===== src/rtl/id_ex_stage.sv =====
// ID/EX pipeline register with RAW hazard resolution.
// Define OPT_FWD_EN for EX/MEM bypass; otherwise dependencies stall.
module id_ex_stage #(
  parameter int XLEN  = 32,
  parameter int CNT_W = 32
) (
  input  logic             clk,
  input  logic             rstn,
  input  logic             id_valid,
  input  logic [XLEN-1:0]  id_pc,
  input  logic [4:0]       id_rs1,
  input  logic [4:0]       id_rs2,
  input  logic             id_use1,
  input  logic             id_use2,
  input  logic [XLEN-1:0]  rf_rd1,
  input  logic [XLEN-1:0]  rf_rd2,
  input  logic [XLEN-1:0]  id_imm,
  input  logic [4:0]       id_rd,
  input  logic             id_we,
  input  logic             id_load,
  input  logic [7:0]       id_ctrl,
  input  logic             flush,
  input  logic [4:0]       e_rd,
  input  logic             e_we,
  input  logic             e_load,
  input  logic [XLEN-1:0]  e_res,
  input  logic [4:0]       m_rd,
  input  logic             m_we,
  input  logic [XLEN-1:0]  m_res,
  output logic             stall_o,
  output logic             q_valid,
  output logic [XLEN-1:0]  q_pc,
  output logic [XLEN-1:0]  q_op1,
  output logic [XLEN-1:0]  q_op2,
  output logic [XLEN-1:0]  q_imm,
  output logic [4:0]       q_rd,
  output logic             q_we,
  output logic             q_load,
  output logic [7:0]       q_ctrl,
  output logic [CNT_W-1:0] stall_cnt
);

  logic            me1, me2, mm1, mm2, hz;
  logic [XLEN-1:0] op1, op2;

  logic             valid_q, valid_d;
  logic [XLEN-1:0]  pc_q, pc_d;
  logic [XLEN-1:0]  op1_q, op1_d;
  logic [XLEN-1:0]  op2_q, op2_d;
  logic [XLEN-1:0]  imm_q, imm_d;
  logic [4:0]       rd_q, rd_d;
  logic             we_q, we_d;
  logic             load_q, load_d;
  logic [7:0]       ctrl_q, ctrl_d;
  logic [CNT_W-1:0] cnt_q, cnt_d;

  assign me1 = e_we & (e_rd == id_rs1) & (id_rs1 != 5'd0);
  assign me2 = e_we & (e_rd == id_rs2) & (id_rs2 != 5'd0);
  assign mm1 = m_we & (m_rd == id_rs1) & (id_rs1 != 5'd0);
  assign mm2 = m_we & (m_rd == id_rs2) & (id_rs2 != 5'd0);

`ifdef OPT_FWD_EN
  // EX beats MEM: the younger producer holds the live value
  assign op1 = (me1 & ~e_load) ? e_res : mm1 ? m_res : rf_rd1;
  assign op2 = (me2 & ~e_load) ? e_res : mm2 ? m_res : rf_rd2;
  assign hz  = id_valid & ((id_use1 & me1 & e_load) |
                           (id_use2 & me2 & e_load));
`else
  logic unused_fwd;
  assign unused_fwd = ^{e_res, m_res, e_load};
  assign op1 = rf_rd1;
  assign op2 = rf_rd2;
  assign hz  = id_valid & ((id_use1 & (me1 | mm1)) |
                           (id_use2 & (me2 | mm2)));
`endif

  // Gated by rstn so a reset mid-stall releases upstream at once
  assign stall_o = hz & ~flush & rstn;

  always_comb begin
    valid_d = id_valid;
    pc_d    = id_pc;
    op1_d   = op1;
    op2_d   = op2;
    imm_d   = id_imm;
    rd_d    = id_rd;
    we_d    = id_we & id_valid;
    load_d  = id_load & id_valid;
    ctrl_d  = id_ctrl;
    if (flush | stall_o) begin
      valid_d = 1'b0;
      pc_d    = '0;
      op1_d   = '0;
      op2_d   = '0;
      imm_d   = '0;
      rd_d    = '0;
      we_d    = 1'b0;
      load_d  = 1'b0;
      ctrl_d  = '0;
    end
    cnt_d = cnt_q;
    if (stall_o && (cnt_q != '1)) cnt_d = cnt_q + 1'b1;
  end

  always_ff @(posedge clk or negedge rstn) begin
    if (!rstn) begin
      valid_q <= 1'b0;
      pc_q    <= '0;
      op1_q   <= '0;
      op2_q   <= '0;
      imm_q   <= '0;
      rd_q    <= '0;
      we_q    <= 1'b0;
      load_q  <= 1'b0;
      ctrl_q  <= '0;
      cnt_q   <= '0;
    end else begin
      valid_q <= valid_d;
      pc_q    <= pc_d;
      op1_q   <= op1_d;
      op2_q   <= op2_d;
      imm_q   <= imm_d;
      rd_q    <= rd_d;
      we_q    <= we_d;
      load_q  <= load_d;
      ctrl_q  <= ctrl_d;
      cnt_q   <= cnt_d;
    end
  end

  assign q_valid   = valid_q;
  assign q_pc      = pc_q;
  assign q_op1     = op1_q;
  assign q_op2     = op2_q;
  assign q_imm     = imm_q;
  assign q_rd      = rd_q;
  assign q_we      = we_q;
  assign q_load    = load_q;
  assign q_ctrl    = ctrl_q;
  assign stall_cnt = cnt_q;

endmodule


===== config.mk =====
export PLATFORM = sky130hd
export DESIGN_NAME = id_ex_stage
export DESIGN_NICKNAME = d
export VERILOG_FILES = /design/src/rtl/id_ex_stage.sv
export SDC_FILE = /design/constraint.sdc
export NUM_CORES = 1
export LEC_CHECK = 0
export ABC_CLOCK_PERIOD_IN_PS = 4090
export CAP_MARGIN = 20
export CORE_AREA = 3 3 160 162
export CTS_BUF_LIST = sky130_fd_sc_hd__clkbuf_4
export CTS_CLUSTER_SIZE = 40
export DETAILED_ROUTE_END_ITERATION = 8
export DIE_AREA = 0 0 163 165
export GPL_TIMING_DRIVEN = 0
export RECOVER_POWER = 100
export SKIP_CTS_REPAIR_TIMING = 1
export SYNTH_ARGS = -nofsm -noshare
export SYNTH_HDL_FRONTEND = slang
export SYNTH_SLANG_ARGS = --single-unit

===== constraint.sdc =====
create_clock -name clk -period 4.09 [get_ports clk]
set_clock_uncertainty 0.05 [all_clocks]
set_input_delay 0.818 -clock clk [delete_from_list [all_inputs] [get_ports clk]]
set_output_delay 0.818 -clock clk [all_outputs]
set_load 0.05 [all_outputs]

-- Yosys cells after proc, flatten, opt, wreduce, memory -nomap -nowiden
Index checks and enable logic that the tools add are counted.
- bits of input ports: 236
- word-level logic and storage cells: 48
- register bits after elaboration: 176
- reductions and logical operators: 3
- mux-type cells: 9
- $add $sub $neg: 1
- bitwise gates (word level): 20
- equal/unequal tests: 5
- operators with widths (kind ; count):
    $mux W32 ; 4
    $add A32 B1 Y32 const B ; 1
    $ne A32 B32 Y1 const B ; 1
    $eq A5 B5 Y1 ; 4
    $and A1 B1 Y1 ; 15
    $reduce_bool A5 Y1 ; 2
    $mux W8 ; 1
    $mux W5 ; 1
    $or A1 B1 Y1 ; 4
    $mux W1 ; 3
    $logic_and A1 B1 Y1 ; 1
    $not A1 Y1 ; 1

-- Logic depth before layout (Yosys ltp)
Gate-level depths: netlist of run 1.
- word-level depth: 11
- mapped depth: 8
- depth with buffers taken out: 7

-- Worst setup path before layout of run 1
Ideal clock, no wire load.
- kind: input -> output
- from: input m_rd[4]
- to: output stall_o
- cell stages on the path: 5
- arrival: 2.145 ns
- path buffers: 1
- required time: 3.222 ns
- path slack: 1.077 ns
- cell sequence: xor2_1 -> nor4_1 -> a32oi_1 -> o32ai_2 -> buf_2
- cells in the longest elaborated chain, start to end: 9
- elaborated cells between the ends (all ways): 14
- classes of those cells: eq/ne: 2; bitwise: 12
- RTL lines (what ; line ; RTL):
    start: declaration ; 27 ; input logic [4:0] m_rd,
    $eq A5 B5 Y1 (on tied branches) ; 59, 60 ;
    $and A1 B1 Y1 (on tied branches) (2 in series) ; 59, 60 ;
    $or A1 B1 Y1 (on tied branches) ; 73, 74 ;
    $and A1 B1 Y1 (on tied branches) ; 73, 74 ;
    $or A1 B1 Y1 (*) ; 73 ; assign hz = id_valid & ((id_use1 & (me1 | mm1)) |
    $and A1 B1 Y1 (*) ; 73 ;
    $and A1 B1 Y1 (*) (2 in series) ; 78 ; assign stall_o = hz & ~flush & rstn;
    end: declaration ; 30 ; output logic stall_o,
Mark *: on every way between the ends. The rest lies on a longest branch, timed or not.

-- Worst setup path in the final report of run 1
- from: input id_rs2[4]
- to: output stall_o
- cells in the longest elaborated chain, start to end: 9
- elaborated cells between the ends (all ways): 13
- classes of those cells: eq/ne: 2; bitwise: 10; reduce/logical: 1
- RTL lines (what ; line ; RTL):
    start: declaration ; 12 ; input logic [4:0] id_rs2,
    $eq A5 B5 Y1 (on tied branches) ; 58, 60 ;
    $and A1 B1 Y1 (on tied branches) (2 in series) ; 58, 60 ;
    $or A1 B1 Y1 (*) ; 74 ; (id_use2 & (me2 | mm2)));
    $and A1 B1 Y1 (*) ; 74 ;
    $or A1 B1 Y1 (*) ; 73 ;
    $and A1 B1 Y1 (*) ; 73 ;
    $and A1 B1 Y1 (*) (2 in series) ; 78 ;
Marked as above.

==> results of run 1 <==
## layout make-up
class / instances / area [sq um] / share of cell area
Buffer: 20 / 80.1 / 0.00755
Antenna cell: 2 / 5.00 / 0.000472
Timing Repair Buffer: 348 / 3480 / 0.328
Clock buffer: 17 / 128 / 0.0120
Multi-Input combinational cell: 293 / 1960 / 0.185
Tap cell: 324 / 405 / 0.0382
Sequential cell: 176 / 4400 / 0.415
Clock inverter: 15 / 145 / 0.0137
Inverter: 1 / 3.75 / 0.000354
## cell families (layout without fill, tap and decap cells)
logic type,after synthesis,in the layout
adders and majority gates,1,1
AOI/OAI and AO/OA,9,9
buffers and inverters,21,401
other,0,2
muxes,3,3
xor gates and xnor gates,49,49
DFF,176,176
and+or+nand+nor,231,231
## power breakdown
group | total, uW | internal (uW) | leakage [uW] | switching (uW)
clock network | 976 | 271 | 0.000144 | 705
logic | 758 | 312 | 0.00216 | 446
registers | 1840 | 1820 | 0.00230 | 23.3
total | 3570 | 2400 | 0.00461 | 1170
## registers in the layout (all words and copies together) (netlist names)
| register | flops |
|---|---|
| q_op2 | 32 |
| q_rd | 5 |
| q_ctrl | 8 |
| q_op1 | 32 |
| q_pc | 32 |
| q_load | 1 |
| stall_cnt | 32 |
| q_valid | 1 |
| q_we | 1 |
| q_imm | 32 |
## critical path, stage by stage
cell and delay [ps]:
clkdlybuf4s50_1 480, xor2_1 180, nor4_1 340, a32oi_1 250
o32ai_4 400, buf_2 290, clkbuf_2 320
## cell usage in the layout, fill, tap and decap left out, types with 3 or more instances in the layout
master	synthesis	layout
dfrtp_1	176	176
and2_1	150	63
clkbuf_4	0	17
xnor2_1	33	33
inv_6	0	3
clkbuf_1	5	16
buf_2	5	4
and4_1	3	3
and3_1	12	12
nand4_1	20	20
nand2_1	12	12
inv_8	0	4
dlygate4sd3_1	0	73
and2_0	0	87
nor4_1	5	6
nand3_1	13	13
clkdlybuf4s50_1	0	272
nor2_1	7	7
xor2_1	16	16
## layer usage
metal	GRT usage	share of wire	up-vias
met5	0	0	-
met4	0.0484	0.015	0
met3	0.0562	0.087	17
met2	0.245	0.51	211
met1	0.169	0.39	2371
li1	-	-	2332
## final timing paths
path,to,slack (ps),depth (start not counted)
setup / recovery,stall_o,140,7
hold reg to reg,stall_cnt[23]$_DFFE_PN0P_,460,1
setup reg to reg,stall_cnt[1]$_DFFE_PN0P_,1310,6
hold / removal,stall_cnt[18]$_DFFE_PN0P_,140,1
max in group asynchronous,q_imm[29]$_DFF_PN0_,1130,2
min in group clk,stall_cnt[23]$_DFFE_PN0P_,460,1
## through the flow
stage                     worst slack, ps  total power (uW)  hold slack (ps)
after global placement              -6980              2660              436
after CTS                            -469              3660              150
after floorplan                      1080              2250              472
final                                 136              3570              143
after detailed placement             -469              2660              443
after global routing                 9.59              3760              125
==> results.toml, run 1 <==
[placement]
gp_congestion = 0.762
dp.cells = 1162
io_buffers = 347
dp_hpwl_um = 15200
place_area_sq_um = 10400

[sta]
worst_slew_pin_slew_ps = 2350
rsz0062_at_grt = "false"
setup_viol = 0
slew_viol_final = 95
period_share = 0.967
relSlewSlack = -0.564
setup_tns_ps = 0
fin_crit_ps = 3950
hold_violations = 0
fmax_mhz = 253

[global_route]
grt_pass1_vias = 5141
grt_pass1_wl_um = 29700
overflow = 0
grt_usage = 0.145
grt_max_degree = 95
antenna_found_initial = 2

[logic_synthesis]
ys_warn_count = 0
synthFlopType = "dfrtp_1"
synth_top_area_frac = 0.679
ys_types = 32
ys_top_cells_by_count = "dfrtp_1 (176), and2_1 (150), xnor2_1 (33)"
synth-simple-area-share = 0.215
yosys-top-cells-area = "dfrtp_1 (68%), and2_1 (14%), xnor2_1 (4.5%)"
synth_top_family_by_area = "simple AND/OR/NAND/NOR gates"
syn-instance-count = 490
synth_edf_count = 0
synth_most_common_cell = "dfrtp_1"
muxShareOfSynthArea = 0.00521
netlist_area_sq_um = 6490
synth_compound_area_frac = 0.0129
synthArstFlopShare = 1.00
synthXorXnorAreaFrac = 0.0662
ys_ff_latch = 176
synth.avg_cell_area_sq_um = 13.2
yosys.area.top_type = "dfrtp_1"
synthAdderAreaFrac = 0.00193
yosysSeqAreaShare = 0.679
synth_nets = 727

[route]
totalWireLength_um = 19900
postRouteAntennaNets = 0
vias_per_cell = 4.12
post_drt_wl_per_cell_um = 16.7
dr.first_iter.drc_count = 285
vias = 4931
drcViolationCount = 0
dr.pass1.iters = 6

[outcome]
status = "finished with violations"
violations = "max-capacitance violations, max-slew violations"

[setup_path]
worstReg2RegStart = "stall_cnt[19]$_DFFE_PN0P_"
crit_type = "input pin to output port"
start_kind = "input pin"
worstPathRequired_ps = 3220
end_kind = "output port"
arrival_ps = 3090
cp-startpoint = "id_rs2[4]"
crit_fanout = 10

[cts]
htree_levels = 4
clk_pin_slew_ps = 170
cts-root-buf = "clkbuf_4"
numCtsBuffers = 17
clock_tree.buffer_depth = 2
cts_sinks = 176
clock_latency_ps = 570
cts_tree = "built"

[die]
initial_utilization = 0.267
num_rows = 57
ios = 413
die_x_um = 163
die_h_um = 165
core_sq_um = 24200
dieArea_sq_um = 26900

[layout]
nFillCells = 2374
area_growth_pct = 63.6
finalNonFillerCells = 1196
finish.utilization = 0.438
fin_area_sq_um = 10600
nets = 1094
drive_gt1_frac = 0.0506

[run]
drv_cap = 1

[power]
p_leak_uw = 0.00461
power_density_nw_per_um2 = 337
irDropWorstVdd_v = 0.000195

[hold_path]
holdCritPathClass = "input pin to async pin"
Power figures use the tool's default switching activity.
==> inputs of run 2 (changes only) <==
- CORE_AREA: 3 3 160 162 -> 3 3 161 163
- DIE_AREA: 0 0 163 165 -> 0 0 164 166
- SKIP_CTS_REPAIR_TIMING: 1 -> unset
==> run 2 against run 1 <==
  * The flow still finishes with violations (max-capacitance violations, max-slew violations)
  * Sequential share of layout area is 0.054 points higher
  * Count of clock-buffer cells in the layout is 1 higher
  * Global-route usage is 0.29 points higher
  * Via count is 0.45% lower
  * Die area is 1.2% higher
  * First-iteration DRC count is 42% lower
  * Largest cell class unchanged
  * Largest power group unchanged
  * Highest routed layer unchanged
==> results.toml, run 2 (synthesis results as in run 1) <==
[setup_path]
start_kind = "input pin"
arrival_ps = 3080
crit_fanout = 10
crit_type = "input pin to output port"
crit_chain = "clkdlybuf4s50_1 -> xor2_1 -> nor4_1 -> a32oi_1 -> o32ai_4 -> buf_2 -> clkbuf_2"
worstPathRequired_ps = 3220
end_kind = "output port"
crit_path_max_incr_delay_ps = 480
crit_slowest_cell = "clkdlybuf4s50_1"

[sta]
hold_violations = 0
rsz0062_at_grt = "false"
setup_viol = 0
relSlewSlack = -0.751
period_share = 0.965
fin_crit_ps = 3950
slew_viol_final = 108
worst_slew_pin_slew_ps = 2630
fmax_mhz = 253

[outcome]
violations = "max-capacitance violations, max-slew violations"
status = "finished with violations"

[layout]
drive_gt1_frac = 0.0483
finish.utilization = 0.433
nets = 1094
layout_common_cells = "dlygate4sd3_1 (177), dfrtp_1 (176), clkdlybuf4s50_1 (168), and2_0 (82), and2_1 (68)"
layout.cells.most_common = "dlygate4sd3_1"
area_growth_pct = 63.4

[hold_path]
holdCritPathClass = "input pin to async pin"

[cts]
cts_tree = "built"
clk_pin_slew_ps = 180
cts_setup_buffers = 0
clock_tree.buffer_depth = 2
numCtsBuffers = 17
cts_sinks = 176
htree_levels = 4
clock_latency_ps = 560
cts-root-buf = "clkbuf_4"

[placement]
io_buffers = 347
gp_congestion = 0.782
dp_hpwl_um = 15500

[route]
totalWireLength_um = 19900
vias = 4909
dr.first_iter.drc_count = 166
vias_per_cell = 4.11
postRouteAntennaNets = 0
drcViolationCount = 0
post_drt_wl_per_cell_um = 16.7
dr.pass1.iters = 4

[power]
irDropWorstVdd_v = 0.000173
total_power_uw = 3550
power_density_nw_per_um2 = 335
p_leak_uw = 0.00482

[die]
num_rows = 57
die_h_um = 166
core_sq_um = 24500
ios = 413
die_x_um = 164
initial_utilization = 0.265
dieArea_sq_um = 27200

[global_route]
overflow = 0
grt_max_degree = 108
grt_pass1_vias = 5182
grt_usage = 0.148
grt_pass1_wl_um = 30700
antenna_found_initial = 1

[run]
drv_cap = 1
## run 2: stage by stage
step	hold WS (ps)	TNS, ps	cell area (sq um)	cells	worst slack [ps]
after floorplan	472	0	6490	490	1080
after global placement	429	-1945560	10400	1161	-6900
after detailed placement	435	-567	10400	1162	-567
after CTS	78.2	0	10700	1194	57.2
after global routing	68.5	0	10600	1195	21.9
final	110	0	10600	1195	143
## run 2: layout make-up
type	count	area, sq um
fillers	2355	13900
flip-flops and latches	176	4400
repair buffers	348	3480
multi-input cells	293	1950
well taps	324	405
clock inverters	14	144
clock buffers	18	135
plain buffers	20	77.6
inverters	1	3.75
diodes	1	2.50
## run 2: what timing repair did
action,4_1_cts,5_1_grt
pin swaps,0,1
hold buffers,0,0
resized for setup,6,0
setup endpoints to repair,1,1
## run 2: path summary, 6_finish.rpt
check	depth (start not counted)	endpoint	startpoint	slack (ps)
max	7	stall_o	id_rs2[1]	140
min	1	q_ctrl[3]$_DFF_PN0_	rstn	110
max reg2reg	8	stall_cnt[12]$_DFFE_PN0P_	stall_cnt[0]$_DFFE_PN0P_	1260
min reg2reg	1	stall_cnt[13]$_DFFE_PN0P_	stall_cnt[13]$_DFFE_PN0P_	450
max in group asynchronous	2	q_op1[2]$_DFF_PN0_	rstn	910
min in group clk	1	stall_cnt[13]$_DFFE_PN0P_	stall_cnt[13]$_DFFE_PN0P_	450
## run 2: power breakdown
part | total [uW] | switching [uW] | leakage, uW | internal, uW
combinational | 738 | 446 | 0.00237 | 292
sequential | 1840 | 20.1 | 0.00230 | 1820
clock | 979 | 697 | 0.000154 | 282
## run 2: routing by layer
layer,vias up,share of wire,GRT usage
met5,-,0,0
met4,0,0.019,0.0504
met3,18,0.080,0.0484
met2,213,0.51,0.252
met1,2354,0.39,0.175
li1,2324,-,-
## run 2: worst max-delay path: cells and delay by family
| kind | cells | cell delay [ps] |
|---|---|---|
| buf+inv | 3 | 1100 |
| simple gates | 1 | 380 |
| xor+xnor | 1 | 170 |
| compound gates | 2 | 600 |
